`src/rtl/led_mode_controller.sv`:
```
// led_mode_controller: synchronizes and debounces the south push-button and steps the LED
// through OFF / ON / BLINK / DIM. Define LED_DIM_EN to build the PWM DIM mode in.
module led_mode_controller #(
  parameter int DEBOUNCE_CYCLES   = 500000,
  parameter int BLINK_HALF_CYCLES = 12500000,
  parameter int PWM_BITS          = 8,
  parameter int DIM_DUTY          = 32
) (
  input  logic       CLK_50MHZ,
  input  logic       RESET_N,
  input  logic       BUTTON_SOUTH,
  output logic       led,
  output logic [1:0] mode,
  output logic       press
);

  localparam int DCNT_W = $clog2(DEBOUNCE_CYCLES);
  localparam int BCNT_W = (BLINK_HALF_CYCLES > 1) ? $clog2(BLINK_HALF_CYCLES) : 1;
  localparam logic [DCNT_W-1:0] DCNT_LAST = DCNT_W'(DEBOUNCE_CYCLES - 1);
  localparam logic [BCNT_W-1:0] BCNT_LAST = BCNT_W'(BLINK_HALF_CYCLES - 1);

  typedef enum logic [1:0] {
    MODE_OFF   = 2'd0,
    MODE_ON    = 2'd1,
    MODE_BLINK = 2'd2,
    MODE_DIM   = 2'd3
  } mode_e;

  logic              s1, s2;
  logic              stable, stable_d;
  logic [DCNT_W-1:0] dcnt;
  logic              press_next;
  mode_e             mode_q, mode_next;
  logic [BCNT_W-1:0] bcnt, bcnt_next;
  logic              phase, phase_next;
  logic              led_next;
  logic              dim_on;

  // NOTE: sequential state is always assigned with non-blocking (<=) so every flop
  // samples the values that existed before the clock edge.
  always_ff @(posedge CLK_50MHZ or negedge RESET_N) begin
    if (!RESET_N) begin
      s1 <= 1'b0;
      s2 <= 1'b0;
    end else begin
      s1 <= BUTTON_SOUTH;
      s2 <= s1;
    end
  end

  // A level change is accepted only after DEBOUNCE_CYCLES consecutive disagreeing samples.
  always_ff @(posedge CLK_50MHZ or negedge RESET_N) begin
    if (!RESET_N) begin
      stable   <= 1'b0;
      stable_d <= 1'b0;
      dcnt     <= '0;
    end else begin
      stable_d <= stable;
      if (s2 == stable) begin
        dcnt <= '0;
      end else if (dcnt == DCNT_LAST) begin
        stable <= s2;
        dcnt   <= '0;
      end else begin
        dcnt <= dcnt + 1'b1;
      end
    end
  end

  assign press_next = stable & ~stable_d;

`ifdef LED_DIM_EN
  localparam logic [PWM_BITS-1:0] DUTY = PWM_BITS'(DIM_DUTY);
  logic [PWM_BITS-1:0] pcnt;

  always_ff @(posedge CLK_50MHZ or negedge RESET_N) begin
    if (!RESET_N) pcnt <= '0;
    else          pcnt <= pcnt + 1'b1;
  end

  assign dim_on = (pcnt < DUTY);
`else
  logic unused_dim_cfg;
  assign unused_dim_cfg = ^{PWM_BITS, DIM_DUTY};
  assign dim_on         = 1'b0;
`endif

  always_comb begin
    // NOTE: every combinational output gets a default first so no path can infer a latch.
    mode_next  = mode_q;
    bcnt_next  = '0;
    phase_next = 1'b0;
    led_next   = 1'b0;

    if (press_next) begin
      unique case (mode_q)
        MODE_OFF:   mode_next = MODE_ON;
        MODE_ON:    mode_next = MODE_BLINK;
`ifdef LED_DIM_EN
        MODE_BLINK: mode_next = MODE_DIM;
`else
        MODE_BLINK: mode_next = MODE_OFF;
`endif
        MODE_DIM:   mode_next = MODE_OFF;
      endcase
    end

    // Entering BLINK starts a lit half-period; leaving it parks the counter at zero.
    if (mode_next == MODE_BLINK) begin
      if (mode_q != MODE_BLINK) begin
        phase_next = 1'b1;
      end else if (bcnt == BCNT_LAST) begin
        phase_next = ~phase;
      end else begin
        bcnt_next  = bcnt + 1'b1;
        phase_next = phase;
      end
    end

    unique case (mode_q)
      MODE_OFF:   led_next = 1'b0;
      MODE_ON:    led_next = 1'b1;
      MODE_BLINK: led_next = phase;
      MODE_DIM:   led_next = dim_on;
    endcase
  end

  always_ff @(posedge CLK_50MHZ or negedge RESET_N) begin
    if (!RESET_N) begin
      mode_q <= MODE_OFF;
      bcnt   <= '0;
      phase  <= 1'b0;
      led    <= 1'b0;
      press  <= 1'b0;
    end else begin
      mode_q <= mode_next;
      bcnt   <= bcnt_next;
      phase  <= phase_next;
      led    <= led_next;
      press  <= press_next;
    end
  end

  assign mode = mode_q;

endmodule

```
`config.mk`:
```
export PLATFORM = sky130hd
export DESIGN_NAME = led_mode_controller
export DESIGN_NICKNAME = d
export VERILOG_FILES = /design/src/rtl/led_mode_controller.sv
export SDC_FILE = /design/constraint.sdc
export NUM_CORES = 1
export LEC_CHECK = 0
export CELL_PAD_IN_SITES_DETAIL_PLACEMENT = 0
export CELL_PAD_IN_SITES_GLOBAL_PLACEMENT = 1
export CORE_MARGIN = 3
export CORE_UTILIZATION = 30
export CTS_BUF_LIST = sky130_fd_sc_hd__clkbuf_2
export CTS_CLUSTER_DIAMETER = 50
export DETAILED_ROUTE_END_ITERATION = 8
export GPL_TIMING_DRIVEN = 0
export HOLD_SLACK_MARGIN = 0.1
export PLACE_DENSITY_LB_ADDON = 0.15
export SETUP_SLACK_MARGIN = 0.15
export SYNTH_ARGS = -nofsm -noshare
export SYNTH_HDL_FRONTEND = slang
export SYNTH_SLANG_ARGS = --single-unit
```
`constraint.sdc`:
```
create_clock -name CLK_50MHZ -period 2.7 [get_ports CLK_50MHZ]
set_input_delay 0.405 -clock CLK_50MHZ [delete_from_list [all_inputs] [get_ports CLK_50MHZ]]
set_output_delay 0.405 -clock CLK_50MHZ [all_outputs]
set_load 0.02 [all_outputs]
```
==> impl_results.md <==
* Fmax achieved at about 0.45 GHz
* Antenna violations before repair at 0
* Final GP Congestion at roughly 0.7
* Detailed placer's ending HPWL at approximately 3600 µm
* Critical Path Stages at 5
* Async SR Flop Fraction at 100%
* Outcome: complete, no violations
* Max-slew headroom at roughly three fifths
* Port buffer count at 6
* WHS at around 0.38 ns
* Post-Syn Instances at 245
* WL final at 5130 µm
* #FFs+latches synth at 52
* Unrepaired setup endpoints after global routing: no
* WP data arrival at about 2.6 ns
* H-tree Lvls at 2
* Post-route ant nets at 0
* PD cells at 414 nW/µm²
* Worst Path Max Fanout at 10
* Post-synth EDFFs at 0
* Congestion Overflow GR at 0
* Primary FF master, synth: dfrtp_1
* Fin Clk Skew at between 0.015 and 0.02 ns
* Seq/Total Area, Yosys at 52.4%
* Worst slack, placed at around 0.12 ns
* Worst Setup Start Kind: flip-flop
* First-pass GRT wire length at between 8000 and 9000 µm
* Die W at 97.0 µm
* Largest net degree at the start of global routing at 38
* CP bufs+invs at 1
* WHS Path Cells at 1
* Worst-skew pair later-pin latency at approximately 0.42 ns
* Ys Warns at 0
* Initial DRC Count at between 80 and 90
* Core area at between 7000 and 8000 µm²
* Worst vdd ir at around 0.13 mV
* Slew @ Worst Pin at about 0.61 ns
* Fin area at 2740 µm²
* CP delay by family, top: simple AND/OR/NAND/NOR gates
* Die Ht at a little under 100 µm
* FF-to-FF path depth at 5
* Post-Syn Area at ~2500 µm²
* Clock Sinks at 52
* Final setup margin at 0.476 ns
* CP endpoint kind: flip-flop
* Die area at 9410 µm²
* Final hold vios at 0
* Clock slew at reported path FFs at approximately 0.26 ns
* Critical Path RT at 3.04 ns
* Fin crit period at about 2.2 ns
* Pre-antenna DRT Iters at 4
* Share of cells above drive strength 1 at under 10%
* Drt drc at 0
* Nets at about 270
* Hold Crit Class: in2reg
* Worst path slowest cell: or4_4
* I/O pins at 7
* Max-slew violations at 0
* Vias at roughly 1800
* TritonCTS clock tree: built
* Total power draw at approximately 1.1 mW
* Antenna diodes at 0
* Fin crit share at 82.4%
* # setup viols final at 0
* Syn nets at 250
* Critical path cell sequence: or4_1 -> or4_4 -> o21ai_4 -> buf_6 -> nor2_1
* Postcts setup bufs at 0
* Root Buffer: clkbuf_2
* GRT Util Overall at 11.7%
* Clock Path Buffers at 2
* Most frequent cells in the layout: 52 x dfrtp_1, 32 x nor2_1, 19 x nand3_1
* Vias per cell at between 4 and 5
* Starting density of the core at approximately a third
* Maxcap violations at 0
* Mean post-synth cell area at ~10 µm²
* Slowest stage delay, CP at around 0.57 ns
* WL/cell at around 14 µm
* Number of global-route vias before repair at between 1500 and 2000
* Std cell rows at 32
* Pleak at roughly 1.1 nW
* Synth cell types at 35
* Area growth, synth to finish at 10.4%
* CTS Buf Count at 5
* WS Path Type: reg2reg
* Placed Area at approximately 2700 µm²
* Commonest non-fill, non-tap cell in the layout: dfrtp_1
==> sequential cells by signal, indices dropped and copies added (netlist names) <==
register / count
stable: 1
bcnt: 24
press: 1
mode: 2
led: 1
phase: 1
stable_d: 1
dcnt: 19
s2: 1
s1: 1
==> power by group <==
part | total, mW | switching [mW] | leakage (nW) | internal (mW)
logic | 0.0374 | 0.0258 | 0.309 | 0.0116
clock network | 0.306 | 0.248 | 0.0302 | 0.0584
registers | 0.791 | 0.00499 | 0.720 | 0.786
total | 1.13 | 0.279 | 1.06 | 0.856
==> synth_stat cells (5+ instances only) <==
master	number	area, µm²
inv_1	8	30.0
nand3_1	19	95.1
nand4_1	14	87.6
nand2_1	11	41.3
a21oi_1	12	60.1
o31ai_1	7	52.6
nor2_1	32	120
o21ai_0	6	30.0
nor4_1	5	31.3
or4_1	8	60.1
dfrtp_1	52	1300
xnor2_1	11	96.3
xor2_1	17	149
and4_1	7	61.3
==> metal layers <==
metal | vias up | track usage (%) | routed length [µm]
li1 | 911 | - | -
met1 | 870 | 17.2 | 2690
met2 | 17 | 17.1 | 2230
met3 | 7 | 2.45 | 143
met4 | 0 | 3.56 | 66
met5 | - | 0 | 0
==> path summary, 6_finish.rpt <==
path	endpoint	slack [ns]	start
max reg2reg	dcnt[16]	0.48	dcnt[14]
min reg2reg	s2	0.42	s1
max in group asynchronous	bcnt[13]	1.77	RESET_N
max	dcnt[16]	0.48	dcnt[14]
min	s1	0.38	BUTTON_SOUTH
min in group asynchronous	dcnt[3]	0.39	RESET_N
==> layout make-up <==
type | count | area, µm²
sequential | 52 | 1300
inverter | 8 | 30.0
clock buffer | 5 | 25.0
tap | 102 | 128
fill | 796 | 5150
multi-input combinational | 179 | 1120
clock inverter | 3 | 13.8
timing repair buffer | 8 | 85.1
buffer | 6 | 33.8
==> what timing repair did <==
action / 4_1_cts / 5_1_grt
gates resized for setup: 1 / 4
setup endpoints to repair: 19 / 20
hold buffers: 1 / 0
hold endpoints to repair: 15 / 0
==> cells by family (layout without fill, tap and decap cells) <==
kind of cell / after synthesis / after routing / synth area share, %
flops: 52 / 52 / 52.4
simple gates: 118 / 118 / 26.2
mux: 1 / 1 / 0.453
xor+xnor: 28 / 28 / 9.87
buf+inv: 14 / 30 / 2.47
fa+ha+maj: 2 / 2 / 1.01
compound gates: 30 / 30 / 7.61
==> per-stage QoR <==
stage               instances  utilization, %  TNS (ns)
floorplan                 245               -         0
global placement          353            33.9    -25.92
detailed placement        354            34.1         0
CTS                       363            34.7         0
global route              363            34.8         0
finish                    363            34.8         0
No activity file was read; power rests on OpenSTA's default activity.
